===== config.mk =====
export PLATFORM = sky130hd
export DESIGN_NAME = id_ex_stage
export DESIGN_NICKNAME = d
export VERILOG_FILES = /design/src/rtl/id_ex_stage.sv
export SDC_FILE = /design/constraint.sdc
export NUM_CORES = 1
export LEC_CHECK = 0
export ABC_AREA = 0
export CAP_MARGIN = 20
export CORE_AREA = 2 2 167 169
export DETAILED_ROUTE_END_ITERATION = 7
export DIE_AREA = 0 0 169 171
export GPL_TIMING_DRIVEN = 0
export PLACE_DENSITY = 0.7
export SLEW_MARGIN = 20
export SYNTH_ARGS = -nofsm -noshare
export SYNTH_HDL_FRONTEND = slang
export SYNTH_SLANG_ARGS = --single-unit

===== constraint.sdc =====
create_clock -name clk -period 5.81 [get_ports clk]
set_input_delay 1.162 -clock clk [delete_from_list [all_inputs] [get_ports clk]]
set_output_delay 1.162 -clock clk [all_outputs]
set_load 0.02 [all_outputs]

===== src/rtl/id_ex_stage.sv =====
// ID/EX pipeline register for the execute-stage ALU: captures decoded fields and
// register reads, forwards from EX/MEM and MEM/WB, and raises a load-use stall.
module id_ex_stage #(
    parameter int XLEN       = 32,
    parameter int REG_ADDR_W = 5
) (
    input  logic                  clk,
    input  logic                  reset,
    input  logic                  id_valid,
    input  logic [XLEN-1:0]       id_pc,
    input  logic [6:0]            id_opcode,
    input  logic [2:0]            id_funct3,
    input  logic [6:0]            id_funct7,
    input  logic [REG_ADDR_W-1:0] id_rs1,
    input  logic [REG_ADDR_W-1:0] id_rs2,
    input  logic [REG_ADDR_W-1:0] id_rd,
    input  logic [XLEN-1:0]       id_rs1_data,
    input  logic [XLEN-1:0]       id_rs2_data,
    input  logic [XLEN-1:0]       id_immediate,
    input  logic                  flush,
    input  logic                  stall_in,
    input  logic [REG_ADDR_W-1:0] exmem_rd,
    input  logic                  exmem_regwrite,
    input  logic [XLEN-1:0]       exmem_result,
    input  logic [REG_ADDR_W-1:0] memwb_rd,
    input  logic                  memwb_regwrite,
    input  logic [XLEN-1:0]       memwb_result,
    output logic                  ex_valid,
    output logic [XLEN-1:0]       ex_pc,
    output logic [6:0]            ex_opcode,
    output logic [2:0]            ex_funct3,
    output logic [6:0]            ex_funct7,
    output logic [XLEN-1:0]       ex_immediate,
    output logic [XLEN-1:0]       ex_operand1,
    output logic [XLEN-1:0]       ex_operand2,
    output logic [XLEN-1:0]       ex_store_data,
    output logic [REG_ADDR_W-1:0] ex_rd,
    output logic                  ex_regwrite,
    output logic                  ex_memread,
    output logic                  hazard_stall
);

    localparam logic [6:0] OP_REG    = 7'b0110011;
    localparam logic [6:0] OP_IMM    = 7'b0010011;
    localparam logic [6:0] OP_AUIPC  = 7'b0010111;
    localparam logic [6:0] OP_LUI    = 7'b0110111;
    localparam logic [6:0] OP_JAL    = 7'b1101111;
    localparam logic [6:0] OP_LOAD   = 7'b0000011;
    localparam logic [6:0] OP_BRANCH = 7'b1100011;
    localparam logic [6:0] OP_STORE  = 7'b0100011;

    logic                  valid_q,    valid_d;
    logic [XLEN-1:0]       pc_q,       pc_d;
    logic [6:0]            opcode_q,   opcode_d;
    logic [2:0]            funct3_q,   funct3_d;
    logic [6:0]            funct7_q,   funct7_d;
    logic [XLEN-1:0]       imm_q,      imm_d;
    logic [REG_ADDR_W-1:0] rs1_q,      rs1_d;
    logic [REG_ADDR_W-1:0] rs2_q,      rs2_d;
    logic [XLEN-1:0]       rs1_data_q, rs1_data_d;
    logic [XLEN-1:0]       rs2_data_q, rs2_data_d;
    logic [REG_ADDR_W-1:0] rd_q,       rd_d;
    logic                  regwrite_q, regwrite_d;
    logic                  memread_q,  memread_d;

    logic       id_uses_rs1;
    logic       id_uses_rs2;
    logic       id_writes_rd;
    logic [6:0] cap_opcode;
    logic       load_use;
    logic [XLEN-1:0] fwd_rs1;
    logic [XLEN-1:0] fwd_rs2;
    logic            shift_imm;

    // Invalid decode slots are captured with opcode 0 so the ALU outputs 0.
    assign cap_opcode = id_valid ? id_opcode : 7'b0;

    always_comb begin
        id_uses_rs1  = !(id_opcode inside {OP_LUI, OP_AUIPC, OP_JAL});
        id_uses_rs2  = id_opcode inside {OP_REG, OP_BRANCH, OP_STORE};
        id_writes_rd = cap_opcode inside {OP_REG, OP_IMM, OP_AUIPC, OP_LUI, OP_JAL, OP_LOAD};
    end

    always_comb begin
        load_use = valid_q && memread_q && (rd_q != '0) && id_valid &&
                   ((id_uses_rs1 && (id_rs1 == rd_q)) || (id_uses_rs2 && (id_rs2 == rd_q)));
        hazard_stall = load_use && !flush;
    end

    always_comb begin
        valid_d    = valid_q;
        pc_d       = pc_q;
        opcode_d   = opcode_q;
        funct3_d   = funct3_q;
        funct7_d   = funct7_q;
        imm_d      = imm_q;
        rs1_d      = rs1_q;
        rs2_d      = rs2_q;
        rs1_data_d = rs1_data_q;
        rs2_data_d = rs2_data_q;
        rd_d       = rd_q;
        regwrite_d = regwrite_q;
        memread_d  = memread_q;
        if (flush || (!stall_in && hazard_stall)) begin
            valid_d    = 1'b0;
            pc_d       = '0;
            opcode_d   = '0;
            funct3_d   = '0;
            funct7_d   = '0;
            imm_d      = '0;
            rs1_d      = '0;
            rs2_d      = '0;
            rs1_data_d = '0;
            rs2_data_d = '0;
            rd_d       = '0;
            regwrite_d = 1'b0;
            memread_d  = 1'b0;
        end else if (!stall_in) begin
            valid_d    = id_valid;
            pc_d       = id_pc;
            opcode_d   = cap_opcode;
            funct3_d   = id_funct3;
            funct7_d   = id_funct7;
            imm_d      = id_immediate;
            rs1_d      = id_rs1;
            rs2_d      = id_rs2;
            rd_d       = id_rd;
            regwrite_d = id_writes_rd && (id_rd != '0);
            memread_d  = (cap_opcode == OP_LOAD);
            // The register file is written this same edge, so its read data is stale.
            rs1_data_d = (memwb_regwrite && (memwb_rd != '0) && (memwb_rd == id_rs1))
                         ? memwb_result : id_rs1_data;
            rs2_data_d = (memwb_regwrite && (memwb_rd != '0) && (memwb_rd == id_rs2))
                         ? memwb_result : id_rs2_data;
        end
    end

    always_ff @(posedge clk or posedge reset) begin
        if (reset) begin
            valid_q    <= 1'b0;
            pc_q       <= '0;
            opcode_q   <= '0;
            funct3_q   <= '0;
            funct7_q   <= '0;
            imm_q      <= '0;
            rs1_q      <= '0;
            rs2_q      <= '0;
            rs1_data_q <= '0;
            rs2_data_q <= '0;
            rd_q       <= '0;
            regwrite_q <= 1'b0;
            memread_q  <= 1'b0;
        end else begin
            valid_q    <= valid_d;
            pc_q       <= pc_d;
            opcode_q   <= opcode_d;
            funct3_q   <= funct3_d;
            funct7_q   <= funct7_d;
            imm_q      <= imm_d;
            rs1_q      <= rs1_d;
            rs2_q      <= rs2_d;
            rs1_data_q <= rs1_data_d;
            rs2_data_q <= rs2_data_d;
            rd_q       <= rd_d;
            regwrite_q <= regwrite_d;
            memread_q  <= memread_d;
        end
    end

    // x0 reads as zero no matter what was captured or what is in flight.
    always_comb begin
        if (rs1_q == '0)
            fwd_rs1 = '0;
        else if (exmem_regwrite && (exmem_rd == rs1_q))
            fwd_rs1 = exmem_result;
        else if (memwb_regwrite && (memwb_rd == rs1_q))
            fwd_rs1 = memwb_result;
        else
            fwd_rs1 = rs1_data_q;

        if (rs2_q == '0)
            fwd_rs2 = '0;
        else if (exmem_regwrite && (exmem_rd == rs2_q))
            fwd_rs2 = exmem_result;
        else if (memwb_regwrite && (memwb_rd == rs2_q))
            fwd_rs2 = memwb_result;
        else
            fwd_rs2 = rs2_data_q;
    end

    assign shift_imm = (opcode_q == OP_IMM) && ((funct3_q == 3'b001) || (funct3_q == 3'b101));

    assign ex_valid      = valid_q;
    assign ex_pc         = pc_q;
    assign ex_opcode     = opcode_q;
    assign ex_funct3     = funct3_q;
    assign ex_funct7     = funct7_q;
    assign ex_immediate  = imm_q;
    assign ex_rd         = rd_q;
    assign ex_regwrite   = regwrite_q;
    assign ex_memread    = memread_q;
    assign ex_operand1   = fwd_rs1;
    assign ex_operand2   = shift_imm ? {{(XLEN-5){1'b0}}, imm_q[4:0]} : fwd_rs2;
    assign ex_store_data = fwd_rs2;

endmodule


# Yosys cells after proc, flatten, opt, wreduce, memory -nomap -nowiden
# Index checks and enable logic that the tools add are counted.
# word_totals
register_bits,163
latch_bits,0
mem_bits_rw,0
rom_bits,0
inputBits,241
output_inout_bits,186
elab_cells,104
memories,0
# classes
addsub,0
n_mul,0
div_mod_pow,0
n_lt_le_gt_ge,0
n_eq_ne,24
shifts,0
mux,36
bitwise_logic,0
n_reduce_logical,31
# ops
cell,n
2-to-1 mux 32 bit,17
== test 5 bit,8
"== test 7 x 6 -> 1 bit, second input constant",5
2-to-1 mux 7 bit,5
2-to-1 mux 5 bit,6
"== test 7 x 5 -> 1 bit, second input constant",4
"== test 7 bit, second input constant",3
logical AND 1 bit,17
nonzero test 5 bit,3
zero test 5 bit,2
"== test 7 x 2 -> 1 bit, second input constant",1
2-to-1 mux 1 bit,6
2-to-1 mux 3 bit,2
nonzero test 3 bit,2
nonzero test 6 bit,1
"== test 3 x 1 -> 1 bit, second input constant",1
"== test 3 bit, second input constant",1
zero test 1 bit,3
logical OR 1 bit,3
"!= test 2 x 1 -> 1 bit, second input constant",1

# Longest topological paths before layout
# logic_depth
depth_word,10
ltp_mapped,8
mapped_depth_nobuf,5

# Least setup slack after synthesis
# No wires, ideal clock.
# synth_timing
kind,in2out
start,input port memwb_rd[0]
end,output port ex_operand2[11]
arrival_ps,3180
required_time_ps,4648
setup_slack_ps,1468
cell_stages,8
path_buffers,3
path_cell_list,buf_2 > xor2_1 > or4_4 > buf_6 > nor2_8 > buf_12 > mux2i_1 > a211oi_1
# synth_between
elab_chain_len,6
# synth_lines
element,line_no,rtl
"start, declared",25,"input logic [REG_ADDR_W-1:0] memwb_rd,"
== test 5 bit,185,else if (memwb_regwrite && (memwb_rd == rs2_q))
logical AND 1 bit,185,
2-to-1 mux 32 bit,185,
2-to-1 mux 32 bit,183,else if (exmem_regwrite && (exmem_rd == rs2_q))
2-to-1 mux 32 bit,181,if (rs2_q == '0)
2-to-1 mux 32 bit,203,"assign ex_operand2 = shift_imm ? {{(XLEN-5){1'b0}}, imm_q[4:0]} : fwd_rs2;"
"end, declared",35,"output logic [XLEN-1:0] ex_operand2,"
# No other way between the ends.

# Worst setup path in the final report
# layout_timing
start,input port exmem_rd[2]
end,output port ex_operand2[20]
# layout_between
elab_chain_len,5
# layout_lines
element,line_no,rtl
"start, declared",22,"input logic [REG_ADDR_W-1:0] exmem_rd,"
== test 5 bit,183,
logical AND 1 bit,183,
2-to-1 mux 32 bit,183,
2-to-1 mux 32 bit,181,
2-to-1 mux 32 bit,203,
# No other way between the ends.

==> flow_metrics.env <==
export IMPL_htree_levels=4
export IMPL_status="completed"
export IMPL_drive_above_1_share_pct=5.73
export IMPL_wl_per_cell_um=22.2
export IMPL_die_x_um=169
export IMPL_start_util_pct=32.8
export IMPL_num_nets_final=1555
export IMPL_r2r_cells=7
export IMPL_yosys_area_share_adder_pct=0
export IMPL_final_cell_mix="421 x clkdlybuf4s50_1, 163 x dfrtp_1, 123 x mux2i_1"
export IMPL_reg2reg_setup_slack_ns=2.99
export IMPL_critPathKind="in2out"
export IMPL_grt_max_degree=89
export IMPL_vdd_drop_max_mv=0.151
export IMPL_worstSetupEndpointType="primary output"
export IMPL_fin_skew_ns=0.0148
export IMPL_place_congestion=0.883
export IMPL_grt_pass1_vias=9163
export IMPL_cp_top_family="buffers and inverters"
export IMPL_hold_viol_final=0
export IMPL_syn_area_um2=8970
export IMPL_num_rows=61
export IMPL_synthTopCellsByArea="dfrtp_1 45%, mux2i_1 14%, a22o_1 9.2%"
export IMPL_overflow=0
export IMPL_power_leakage_nw=5.59
export IMPL_routed_via_density=5.34
export IMPL_drt_iter0_drc=426
export IMPL_post_route_util_pct=52.2
export IMPL_p_per_area_nw_per_um2=224
export IMPL_maxSlewHeadroom_pct=30.4
export IMPL_rr_endpoint="rs2_data_q[26]"
export IMPL_synth_mux_area_share_pct=13.7
export IMPL_tightestPinTransition_ns=1.04
export IMPL_die_h_um=171
export IMPL_final_common_cell="clkdlybuf4s50_1"
export IMPL_synth_seq_area_share_pct=45.4
export IMPL_syn_num_nets=1114
export IMPL_syn_area_per_cell_um2=10.3
export IMPL_critical_path_max_fanout=10
export IMPL_synth_compound_area_share_pct=22.7
export IMPL_antenna_found_initial=0
export IMPL_place_hpwl_mm=28.6
export IMPL_io_buffer_count=421
export IMPL_critPathArrivalTime_ns=4.54
export IMPL_postCtsSetupBuffers=0
export IMPL_path_cells="clkdlybuf4s50_1 > xor2_1 > nor4_1 > nand3_1 > clkbuf_1 > clkbuf_1 > a211oi_1 > clkdlybuf4s50_1"
export IMPL_synth_top_area_share_pct=45.4
export IMPL_yosys_warnings=0
export IMPL_wl_mm=37.2
export IMPL_tritoncts="done"
export IMPL_insertion_delay_ns=0.43
export IMPL_path_clk_slew_ns=0.08
export IMPL_final_max_slew_viol_count=0
export IMPL_tns_ns=0
export IMPL_fin_crit_sh_pct=98.1
export IMPL_dieArea_um2=28900
export IMPL_ctsResizeCount=0
export IMPL_vias=8941
export IMPL_syn_inst=873
export IMPL_synth_seq_cells=163
export IMPL_io_pins=427
export IMPL_synth_top_area_cell="dfrtp_1"
export IMPL_rsz0062_at_grt="false"
export IMPL_diodes=0
export IMPL_finalSetupViolCount=0
export IMPL_synthXorXnorAreaFrac_pct=3.90
export IMPL_grt_pass1_wl_mm=55.3
export IMPL_yosys_area_share_simple_pct=9.90
export IMPL_cp_required_ns=4.65
export IMPL_holdPathStages=2
export IMPL_hold_buffers=0
export IMPL_drc_errors=0
export IMPL_cts_root_buf="clkbuf_16"
export IMPL_cts_made_buffers=17
export IMPL_cpMaxStageDelayCell="clkdlybuf4s50_1"
export IMPL_fin_crit_ns=5.70
export IMPL_synth_cell_types=42
export IMPL_cts_sinks=163
export IMPL_hold_start="rs2_data_q[24]"
export IMPL_crit_path_max_incr_delay_ns=0.69
export IMPL_max_freq_mhz=175
export IMPL_critPathBufInv=4
export IMPL_synthToLayoutAreaGrowth_pct=58.8
export IMPL_ant_nets=0
export IMPL_synth_top_family_by_area="compound AO/OA/AOI/OAI gates"
export IMPL_cap_violations=0
export IMPL_core_area_um2=27300
export IMPL_async_flop_share_pct=100
export IMPL_min_to="rs2_data_q[24]"
export IMPL_grt_use_total_pct=25.2
export IMPL_rr_startpoint="ex_rd[0]"
export IMPL_clockBufferDepth=2
export IMPL_synth_edf_count=0
export IMPL_drtPass1Iterations=5
export IMPL_cp_start_kind="input port"
export IMPL_synth_flop_cell="dfrtp_1"
export IMPL_hold_path_class="reg2reg"
==> tightest hold or removal path, stage by stage, from the launching register on <==
cell and delay (ns):
dfrtp_1 0.35, nand2_1 0.05, o21ai_0 0.06
==> state kept, by name, summed over array words and instances, names as in the netlist <==
register / count
ex_immediate: 32
ex_pc: 32
rs1_data_q: 32
rs2_data_q: 32
ex_funct7: 7
ex_opcode: 7
ex_rd: 5
rs1_q: 5
rs2_q: 5
ex_funct3: 3
ex_memread: 1
ex_regwrite: 1
ex_valid: 1
==> cells in the mapped netlist (4+ instances only) <==
| cell type | count |
|---|---|
| dfrtp_1 | 163 |
| mux2i_1 | 123 |
| a22o_1 | 94 |
| a211oi_1 | 86 |
| nand2_1 | 71 |
| nor2_1 | 62 |
| o21ai_0 | 55 |
| clkbuf_1 | 52 |
| xor2_1 | 27 |
| buf_2 | 25 |
| o21ai_1 | 17 |
| nand3_1 | 15 |
| xnor2_1 | 13 |
| a32o_1 | 7 |
| nor2b_1 | 6 |
| o21ba_2 | 6 |
| o22ai_1 | 5 |
| or4_1 | 5 |
| and3_1 | 4 |
| nor4_1 | 4 |
==> cell type report <==
type | count | area (um^2)
inverter | 1 | 11.3
tap | 346 | 433
buffer | 81 | 383
timing repair buffer | 422 | 4240
clock buffer | 18 | 439
fill | 2593 | 13100
multi-input combinational | 628 | 4510
sequential | 163 | 4080
clock inverter | 14 | 158
==> through the flow <==
| stage | power (mW) | cell area [um^2] | setup WS, ns | instances | hold WS [ns] |
|---|---|---|---|---|---|
| 2_1_floorplan | 1.61 | 8970 | 0.243 | 873 | 0.449 |
| 3_3_place_gp | 2.06 | 13600 | -2.23 | 1640 | 0.462 |
| 3_5_place_dp | 2.07 | 13700 | 0.153 | 1641 | 0.469 |
| 4_1_cts | 3.23 | 14300 | 0.151 | 1673 | 0.485 |
| 5_1_grt | 3.33 | 14300 | 0.101 | 1673 | 0.501 |
| 6_report | 3.20 | 14300 | 0.110 | 1673 | 0.484 |
==> report_power, final <==
group	leakage [nW]	total, mW	switching [mW]	internal, mW
sequential	2.17	1.24	0.0453	1.20
combinational	3.12	0.808	0.405	0.403
clock	0.293	1.15	0.560	0.590
total	5.59	3.20	1.01	2.19
==> worst max-delay path by stage <==
stage,to,start,cells after the start
5_1_grt,ex_operand2[20],exmem_rd[2],8
3_3_place_gp,rs1_q[3],reset,2
2_1_floorplan,ex_funct3[0],reset,1
4_1_cts,ex_operand2[11],exmem_rd[2],8
6_report,ex_operand2[20],exmem_rd[2],8
3_5_place_dp,ex_operand2[11],exmem_rd[2],8
==> cell families (layout without fill, tap and decap cells) <==
kind of cell | Yosys count | in the layout
AO/OA/AOI/OAI | 277 | 277
XOR/XNOR | 40 | 40
buffers and inverters | 82 | 536
AND/OR/NAND/NOR | 188 | 188
multiplexers | 123 | 123
flip-flops | 163 | 163
==> per-layer routing <==
| layer | GRT usage (%) | routed length, um | part of all wire (%) |
|---|---|---|---|
| met4 | 8.03 | 935 | 2.5 |
| met5 | 0 | 0 | 0 |
| met2 | 44.1 | 18500 | 50 |
| met1 | 30.0 | 15000 | 40 |
| met3 | 6.94 | 2700 | 7.3 |
Power figures use the tool's default switching activity.
